[config.mk]
export PLATFORM = sky130hd
export DESIGN_NAME = seq_alu_flat
export DESIGN_NICKNAME = d
export VERILOG_FILES = /design/src/rtl/seq_alu_if.sv /design/src/rtl/seq_alu.sv /design/src/flat_wrapper.sv
export SDC_FILE = /design/constraint.sdc
export NUM_CORES = 1
export LEC_CHECK = 0
export ABC_AREA = 1
export CAP_MARGIN = 20
export CORE_UTILIZATION = 36
export DETAILED_ROUTE_END_ITERATION = 7
export GPL_TIMING_DRIVEN = 0
export PLACE_DENSITY = 0.59
export RECOVER_POWER = 50
export SYNTH_ARGS = -nofsm -noshare
export SYNTH_HDL_FRONTEND = slang
export SYNTH_SLANG_ARGS = --single-unit
[constraint.sdc]
create_clock -name clk -period 9 [get_ports clk]
set_input_delay 1.8 -clock clk [delete_from_list [all_inputs] [get_ports clk]]
set_output_delay 1.8 -clock clk [all_outputs]
set_load 0.02 [all_outputs]
[src/rtl/seq_alu_if.sv]
// Execute-stage ALU bus: request (start, opcode, operands) from the control
// FSM and the registered result/flag/handshake signals returned by the ALU.
interface seq_alu_if #(
    parameter int WIDTH = 32
);
    logic             start;
    logic [2:0]       ALU_Control;
    logic [WIDTH-1:0] A;
    logic [WIDTH-1:0] B;
    logic [WIDTH-1:0] ALU_result;
    logic [WIDTH-1:0] hi_result;
    logic             zero;
    logic             overflow;
    logic             div_by_zero;
    logic             busy;
    logic             done;

    modport master (
        output start, ALU_Control, A, B,
        input  ALU_result, hi_result, zero, overflow, div_by_zero, busy, done
    );

    modport slave (
        input  start, ALU_Control, A, B,
        output ALU_result, hi_result, zero, overflow, div_by_zero, busy, done
    );
endinterface

[src/rtl/seq_alu.sv]
// Registered ALU: single-cycle logic/arithmetic/compare ops plus iterative
// shift-add multiply and restoring divide, with start/busy/done handshake.
module seq_alu #(
    parameter int WIDTH = 32,
    parameter int CNT_W = $clog2(WIDTH) + 1
) (
    input  logic     clk,
    input  logic     rst_n,
    seq_alu_if.slave bus
);
    localparam logic [2:0] OP_AND  = 3'b000;
    localparam logic [2:0] OP_OR   = 3'b001;
    localparam logic [2:0] OP_ADD  = 3'b010;
    localparam logic [2:0] OP_MUL  = 3'b011;
    localparam logic [2:0] OP_DIVU = 3'b100;
    localparam logic [2:0] OP_SLTU = 3'b101;
    localparam logic [2:0] OP_SUB  = 3'b110;
    localparam logic [2:0] OP_SLT  = 3'b111;

    typedef enum logic [1:0] {ST_IDLE, ST_MUL, ST_DIV} state_t;

    state_t               state_reg;
    logic [CNT_W-1:0]     cnt_reg;
    logic [WIDTH-1:0]     a_reg;
    logic [WIDTH-1:0]     b_reg;
    logic [2*WIDTH-1:0]   acc_reg;
    logic [WIDTH-1:0]     result_reg;
    logic [WIDTH-1:0]     hi_reg;
    logic                 zero_reg;
    logic                 overflow_reg;
    logic                 dbz_reg;
    logic                 busy_reg;
    logic                 done_reg;

    logic [WIDTH-1:0]     sum;
    logic [WIDTH-1:0]     diff;
    logic [WIDTH-1:0]     simple_res;
    logic [WIDTH-1:0]     simple_hi;
    logic                 simple_ovf;
    logic                 simple_dbz;

    always_comb begin
        sum        = bus.A + bus.B;
        diff       = bus.A - bus.B;
        simple_res = '0;
        simple_hi  = '0;
        simple_ovf = 1'b0;
        simple_dbz = 1'b0;
        case (bus.ALU_Control)
            OP_AND: simple_res = bus.A & bus.B;
            OP_OR:  simple_res = bus.A | bus.B;
            OP_ADD: begin
                simple_res = sum;
                simple_ovf = (bus.A[WIDTH-1] == bus.B[WIDTH-1]) && (sum[WIDTH-1] != bus.A[WIDTH-1]);
            end
            OP_SUB: begin
                // Subtraction adds ~B, so the sign test uses the inverted B sign.
                simple_res = diff;
                simple_ovf = (bus.A[WIDTH-1] != bus.B[WIDTH-1]) && (diff[WIDTH-1] != bus.A[WIDTH-1]);
            end
            OP_SLT:  simple_res = {{(WIDTH-1){1'b0}}, ($signed(bus.A) < $signed(bus.B))};
            OP_SLTU: simple_res = {{(WIDTH-1){1'b0}}, (bus.A < bus.B)};
            OP_DIVU: begin
                // Only reached with B == 0; a non-zero divisor goes iterative.
                simple_res = '1;
                simple_hi  = bus.A;
                simple_dbz = 1'b1;
            end
            default: simple_res = '0;
        endcase
    end

    // Multiply: acc = {partial product, remaining multiplier bits}, shift right.
    // Divide:   acc = {partial remainder, remaining dividend/quotient bits}, shift left.
    logic [WIDTH:0]       mul_sum;
    logic [2*WIDTH-1:0]   mul_next;
    logic [WIDTH:0]       div_shift;
    logic [WIDTH:0]       div_sub;
    logic                 div_ge;
    logic [2*WIDTH-1:0]   div_next;
    logic [2*WIDTH-1:0]   iter_next;

    always_comb begin
        mul_sum   = {1'b0, acc_reg[2*WIDTH-1:WIDTH]} + (acc_reg[0] ? {1'b0, a_reg} : '0);
        mul_next  = {mul_sum, acc_reg[WIDTH-1:1]};
        div_shift = {acc_reg[2*WIDTH-1:WIDTH], acc_reg[WIDTH-1]};
        div_sub   = div_shift - {1'b0, b_reg};
        div_ge    = (div_shift >= {1'b0, b_reg});
        div_next  = div_ge ? {div_sub[WIDTH-1:0], acc_reg[WIDTH-2:0], 1'b1}
                           : {div_shift[WIDTH-1:0], acc_reg[WIDTH-2:0], 1'b0};
        iter_next = (state_reg == ST_MUL) ? mul_next : div_next;
    end

    always_ff @(posedge clk or negedge rst_n) begin
        if (!rst_n) begin
            state_reg    <= ST_IDLE;
            cnt_reg      <= '0;
            a_reg        <= '0;
            b_reg        <= '0;
            acc_reg      <= '0;
            result_reg   <= '0;
            hi_reg       <= '0;
            zero_reg     <= 1'b1;
            overflow_reg <= 1'b0;
            dbz_reg      <= 1'b0;
            busy_reg     <= 1'b0;
            done_reg     <= 1'b0;
        end else begin
            done_reg <= 1'b0;
            case (state_reg)
                ST_IDLE: begin
                    if (bus.start) begin
                        a_reg <= bus.A;
                        b_reg <= bus.B;
                        if (bus.ALU_Control == OP_MUL) begin
                            acc_reg   <= {{WIDTH{1'b0}}, bus.B};
                            cnt_reg   <= CNT_W'(WIDTH);
                            busy_reg  <= 1'b1;
                            state_reg <= ST_MUL;
                        end else if (bus.ALU_Control == OP_DIVU && bus.B != '0) begin
                            acc_reg   <= {{WIDTH{1'b0}}, bus.A};
                            cnt_reg   <= CNT_W'(WIDTH);
                            busy_reg  <= 1'b1;
                            state_reg <= ST_DIV;
                        end else begin
                            result_reg   <= simple_res;
                            hi_reg       <= simple_hi;
                            zero_reg     <= (simple_res == '0);
                            overflow_reg <= simple_ovf;
                            dbz_reg      <= simple_dbz;
                            done_reg     <= 1'b1;
                        end
                    end
                end
                ST_MUL, ST_DIV: begin
                    acc_reg <= iter_next;
                    cnt_reg <= cnt_reg - 1'b1;
                    if (cnt_reg == CNT_W'(1)) begin
                        result_reg   <= iter_next[WIDTH-1:0];
                        hi_reg       <= iter_next[2*WIDTH-1:WIDTH];
                        zero_reg     <= (iter_next[WIDTH-1:0] == '0);
                        overflow_reg <= 1'b0;
                        dbz_reg      <= 1'b0;
                        busy_reg     <= 1'b0;
                        done_reg     <= 1'b1;
                        state_reg    <= ST_IDLE;
                    end
                end
                default: state_reg <= ST_IDLE;
            endcase
        end
    end

    assign bus.ALU_result  = result_reg;
    assign bus.hi_result   = hi_reg;
    assign bus.zero        = zero_reg;
    assign bus.overflow    = overflow_reg;
    assign bus.div_by_zero = dbz_reg;
    assign bus.busy        = busy_reg;
    assign bus.done        = done_reg;
endmodule

[src/flat_wrapper.sv]
// flat-port wrapper written by rule: the top's interface ports become plain ports
module seq_alu_flat 
#(
    parameter int WIDTH = 32,
    parameter int CNT_W = $clog2(WIDTH) + 1
)
  (clk, rst_n, bus_start, bus_ALU_Control, bus_A, bus_B, bus_ALU_result, bus_hi_result, bus_zero, bus_overflow, bus_div_by_zero, bus_busy, bus_done);
  seq_alu_if #(.WIDTH(WIDTH)) bus_i ();
  input  logic clk;
  input  logic rst_n;
  input wire logic [$bits(bus_i.start)-1:0] bus_start;
  input wire logic [$bits(bus_i.ALU_Control)-1:0] bus_ALU_Control;
  input wire logic [$bits(bus_i.A)-1:0] bus_A;
  input wire logic [$bits(bus_i.B)-1:0] bus_B;
  output wire logic [$bits(bus_i.ALU_result)-1:0] bus_ALU_result;
  output wire logic [$bits(bus_i.hi_result)-1:0] bus_hi_result;
  output wire logic [$bits(bus_i.zero)-1:0] bus_zero;
  output wire logic [$bits(bus_i.overflow)-1:0] bus_overflow;
  output wire logic [$bits(bus_i.div_by_zero)-1:0] bus_div_by_zero;
  output wire logic [$bits(bus_i.busy)-1:0] bus_busy;
  output wire logic [$bits(bus_i.done)-1:0] bus_done;
  assign bus_i.start = bus_start;
  assign bus_i.ALU_Control = bus_ALU_Control;
  assign bus_i.A = bus_A;
  assign bus_i.B = bus_B;
  assign bus_ALU_result = bus_i.ALU_result;
  assign bus_hi_result = bus_i.hi_result;
  assign bus_zero = bus_i.zero;
  assign bus_overflow = bus_i.overflow;
  assign bus_div_by_zero = bus_i.div_by_zero;
  assign bus_busy = bus_i.busy;
  assign bus_done = bus_i.done;
  seq_alu #(.WIDTH(WIDTH), .CNT_W(CNT_W)) u_core (.clk(clk), .rst_n(rst_n), .bus(bus_i));
endmodule
==> impl_metrics.sql <==
INSERT INTO impl_metrics (metric_group, metric, value, unit) VALUES
('yosys', 'synthMostInstantiatedCell', 'sky130_fd_sc_hd__nand2_1', ''),
('yosys', 'synth-adder-area-share', '0.106', ''),
('power', 'vdd.ir_drop.worst', '198', 'µV'),
('yosys', 'postSynthNetCount', '3553', ''),
('floorplan', 'floorplan.io_pins', '139', ''),
('clock_tree', 'clock_path_buffers', '3', ''),
('place', 'dp_hpwl', '75.2', 'mm'),
('setup_path', 'setup.worst_path.end_class', 'flip-flop', ''),
('route', 'route.detailed.vias_per_inst', '5.29', ''),
('timing', 'skew', '11.5', 'ps'),
('clock_tree', 'ctsRootBufferMaster', 'sky130_fd_sc_hd__clkbuf_16', ''),
('floorplan', 'core_area', '56400', 'µm²'),
('setup_path', 'critPathLaunchType', 'input port', ''),
('cells_and_area', 'layout-drive-gt1-share', '0.0496', ''),
('floorplan', 'row_count', '87', ''),
('clock_tree', 'worst_skew_pair.late_latency', '530', 'ps'),
('clock_tree', 'cts_made_buffers', '23', ''),
('yosys', 'combinational_family_with_the_most_area_after_synthesis', 'simple AND/OR/NAND/NOR gates', ''),
('route', 'drtAntennaViolNets', '0', ''),
('place', 'globalplace.congestion', '1.06', ''),
('timing', 'finalCritPeriodShare', '0.533', ''),
('timing', 'fmax', '0.208', 'GHz'),
('route', 'num_vias', '22471', ''),
('route', 'route.detailed.wl_per_inst', '21.3', 'µm'),
('yosys', 'synth_compound_gate_area_share', '0.175', ''),
('yosys', 'netlist.top_cell.by_area', 'sky130_fd_sc_hd__dfrtp_1', ''),
('timing', 'setup_viol_count_final', '0', ''),
('global_route', 'largest_net_degree_at_the_start_of_global_routing', '108', ''),
('yosys', 'postSynthAreaPerCell', '6.21', 'µm²'),
('yosys', 'synth_warn', '0', ''),
('power', 'power_leakage', '12.1', 'nW'),
('cells_and_area', 'finalCoreUtilization', '0.419', ''),
('cells_and_area', 'final_design_area_no_fill', '23600', 'µm²'),
('global_route', 'global_route.overflow_total', '0', ''),
('yosys', 'ys.flop_type', 'sky130_fd_sc_hd__dfrtp_1', ''),
('global_route', 'first_pass_grt_wire_length', '133', 'mm'),
('global_route', 'groute.usage.overall', '0.310', ''),
('outcome', 'status', 'completed', ''),
('setup_path', 'worst-path-max-fanout', '7', ''),
('place', 'io_buffer_count', '138', ''),
('clock_tree', 'clock_tree_from_tritoncts', 'built', ''),
('setup_path', 'worstSetupPathType', 'input port to flip-flop', ''),
('floorplan', 'die_h', '241', 'µm'),
('place', 'dpl-instance-area', '22900', 'µm²'),
('clock_tree', 'post_cts_resize_count', '0', ''),
('route', 'remaining_drcs', '0', ''),
('clock_tree', 'cts_max_level', '1', ''),
('yosys', 'synth.top_cells.by_area', 'sky130_fd_sc_hd__dfrtp_1, sky130_fd_sc_hd__nand2_1, sky130_fd_sc_hd__ha_1', ''),
('cells_and_area', 'flow.area_growth_from_synthesis', '14.9', '%'),
('yosys', 'number_of_distinct_library_cell_variants_in_the_gate_level_netlist_after_synthesis', '60', ''),
('power', 'power_per_cell_area', '335', 'nW/µm²'),
('yosys', 'synth_cells', '3311', ''),
('clock_tree', 'clock_sink_count', '205', ''),
('clock_tree', 'cts.repair_timing.setup_buffer_count', '0', ''),
('yosys', 'yosys.area_share.xor_xnor', '0.0141', ''),
('route', 'detail_route.first_pass.iterations', '6', ''),
('timing', 'worst_slew_pin_slew', '1070', 'ps'),
('clock_tree', 'cts-hold-fix-buffers', '0', ''),
('yosys', 'synth_simple_gate_area_frac', '0.333', ''),
('timing', 'relSlewSlack', '0.289', ''),
('global_route', 'vias_in_the_first_global_route', '21718', ''),
('cells_and_area', 'design.final.nets', '3717', ''),
('timing', 'final_period_minus_worst_setup_slack', '4800', 'ps'),
('yosys', 'async_flop_share', '1.00', ''),
('global_route', 'number_of_antenna_violations_at_the_first_check_in_global_routing', '1', ''),
('floorplan', 'die_width', '241', 'µm'),
('setup_path', 'arrival', '5200', 'ps'),
('route', 'routed_wirelength', '90.4', 'mm'),
('floorplan', 'floorplan.die_area', '58100', 'µm²'),
('yosys', 'synth_seq_cells', '205', ''),
('min_path', 'min-delay-path-class', 'flip-flop to flip-flop', '');
where the power goes:
part	internal, mW	switching [mW]	leakage, nW
sequential	1.35	0.345	2.54
clock	0.522	0.407	0.348
combinational	1.73	3.56	9.21
total	3.60	4.31	12.1
cell type report:
class,instances,area [µm²]
repair buffers,139,1410
well taps,756,946
plain buffers,121,619
diodes,1,2.50
clock inverters,9,78.8
clock buffers,30,632
flip-flops and latches,205,5130
inverters,501,1890
multi-input cells,2484,12900
fillers,6297,32700
through the flow:
step	TNS [ps]	power [mW]	cells	setup WS [ps]	hold WS, ps
after floorplan	0	5.02	3311	5280	452
after global placement	-585280	6.85	4205	-2900	466
after detailed placement	0	6.88	4206	3690	471
after CTS	0	7.83	4245	4240	488
after global routing	0	8.50	4245	3880	496
final	0	7.91	4246	4200	481
layout by cell type, fill, tap and decap left out, types with 4 or more instances in the layout:
cell type,instances
sky130_fd_sc_hd__xnor2_1,19
sky130_fd_sc_hd__nand3_1,252
sky130_fd_sc_hd__clkdlybuf4s50_1,136
sky130_fd_sc_hd__o21a_1,4
sky130_fd_sc_hd__o21ai_1,17
sky130_fd_sc_hd__clkbuf_1,56
sky130_fd_sc_hd__nor2_2,10
sky130_fd_sc_hd__o21ai_0,258
sky130_fd_sc_hd__inv_1,489
sky130_fd_sc_hd__nand2_2,9
sky130_fd_sc_hd__ha_1,168
sky130_fd_sc_hd__nand2_1,913
sky130_fd_sc_hd__clkinv_2,5
sky130_fd_sc_hd__xor2_1,14
sky130_fd_sc_hd__clkbuf_16,23
sky130_fd_sc_hd__a21oi_1,187
sky130_fd_sc_hd__buf_6,6
sky130_fd_sc_hd__a211oi_1,24
sky130_fd_sc_hd__nand4_1,41
sky130_fd_sc_hd__o221ai_1,9
sky130_fd_sc_hd__fa_1,4
sky130_fd_sc_hd__inv_2,8
sky130_fd_sc_hd__o211ai_2,10
sky130_fd_sc_hd__buf_2,41
sky130_fd_sc_hd__nor4_1,4
sky130_fd_sc_hd__o211ai_1,11
sky130_fd_sc_hd__nand3_2,6
sky130_fd_sc_hd__dfrtp_1,204
sky130_fd_sc_hd__a31oi_1,51
sky130_fd_sc_hd__buf_4,6
sky130_fd_sc_hd__nor2_1,340
sky130_fd_sc_hd__or2_2,24
sky130_fd_sc_hd__nor3_1,32
sky130_fd_sc_hd__clkbuf_8,7
sky130_fd_sc_hd__a21boi_0,4
sky130_fd_sc_hd__a21o_1,8
sky130_fd_sc_hd__o21bai_1,35
sky130_fd_sc_hd__o22ai_1,4
sky130_fd_sc_hd__buf_1,10
path summary, 6_finish.rpt:
path	end	start	cells past startpoint	slack (ps)
setup / recovery	u_core.bus.ALU_result[28]	bus_A[10]	15	4200
hold / removal	u_core.a_reg[7]	u_core.a_reg[7]	2	480
setup reg to reg	u_core.bus.hi_result[27]	u_core.acc_reg[0]	20	4600
hold reg to reg	u_core.a_reg[7]	u_core.a_reg[7]	2	480
max in group asynchronous	u_core.b_reg[2]	rst_n	2	6620
min in group asynchronous	u_core.bus.hi_result[30]	rst_n	1	1330
cell families after synthesis:
family	count (synthesis)
xor+xnor	33
flops	205
fa+ha+maj	172
mux	1
buf+inv	622
compound gates	632
simple gates	1646
per-layer routing:
layer / part of all wire / GRT usage
met1: 0.42 / 0.400
met2: 0.47 / 0.527
met3: 0.059 / 0.0248
met4: 0.047 / 0.137
met5: 0.00010 / 0
worst max-delay path, cell delays in order:
cell	delay (ps)
sky130_fd_sc_hd__clkdlybuf4s50_1	600
sky130_fd_sc_hd__inv_1	230
sky130_fd_sc_hd__ha_1	440
sky130_fd_sc_hd__nor2_1	210
sky130_fd_sc_hd__inv_1	60
sky130_fd_sc_hd__nor2_1	290
sky130_fd_sc_hd__nand4_1	200
sky130_fd_sc_hd__nand3_1	240
sky130_fd_sc_hd__nand3_1	190
sky130_fd_sc_hd__a21oi_1	200
sky130_fd_sc_hd__nor2_1	60
sky130_fd_sc_hd__nor2_1	230
sky130_fd_sc_hd__nor2_1	70
sky130_fd_sc_hd__o21ai_0	280
sky130_fd_sc_hd__nand2_1	80
Note: power is estimated with default switching activity, not from simulation.
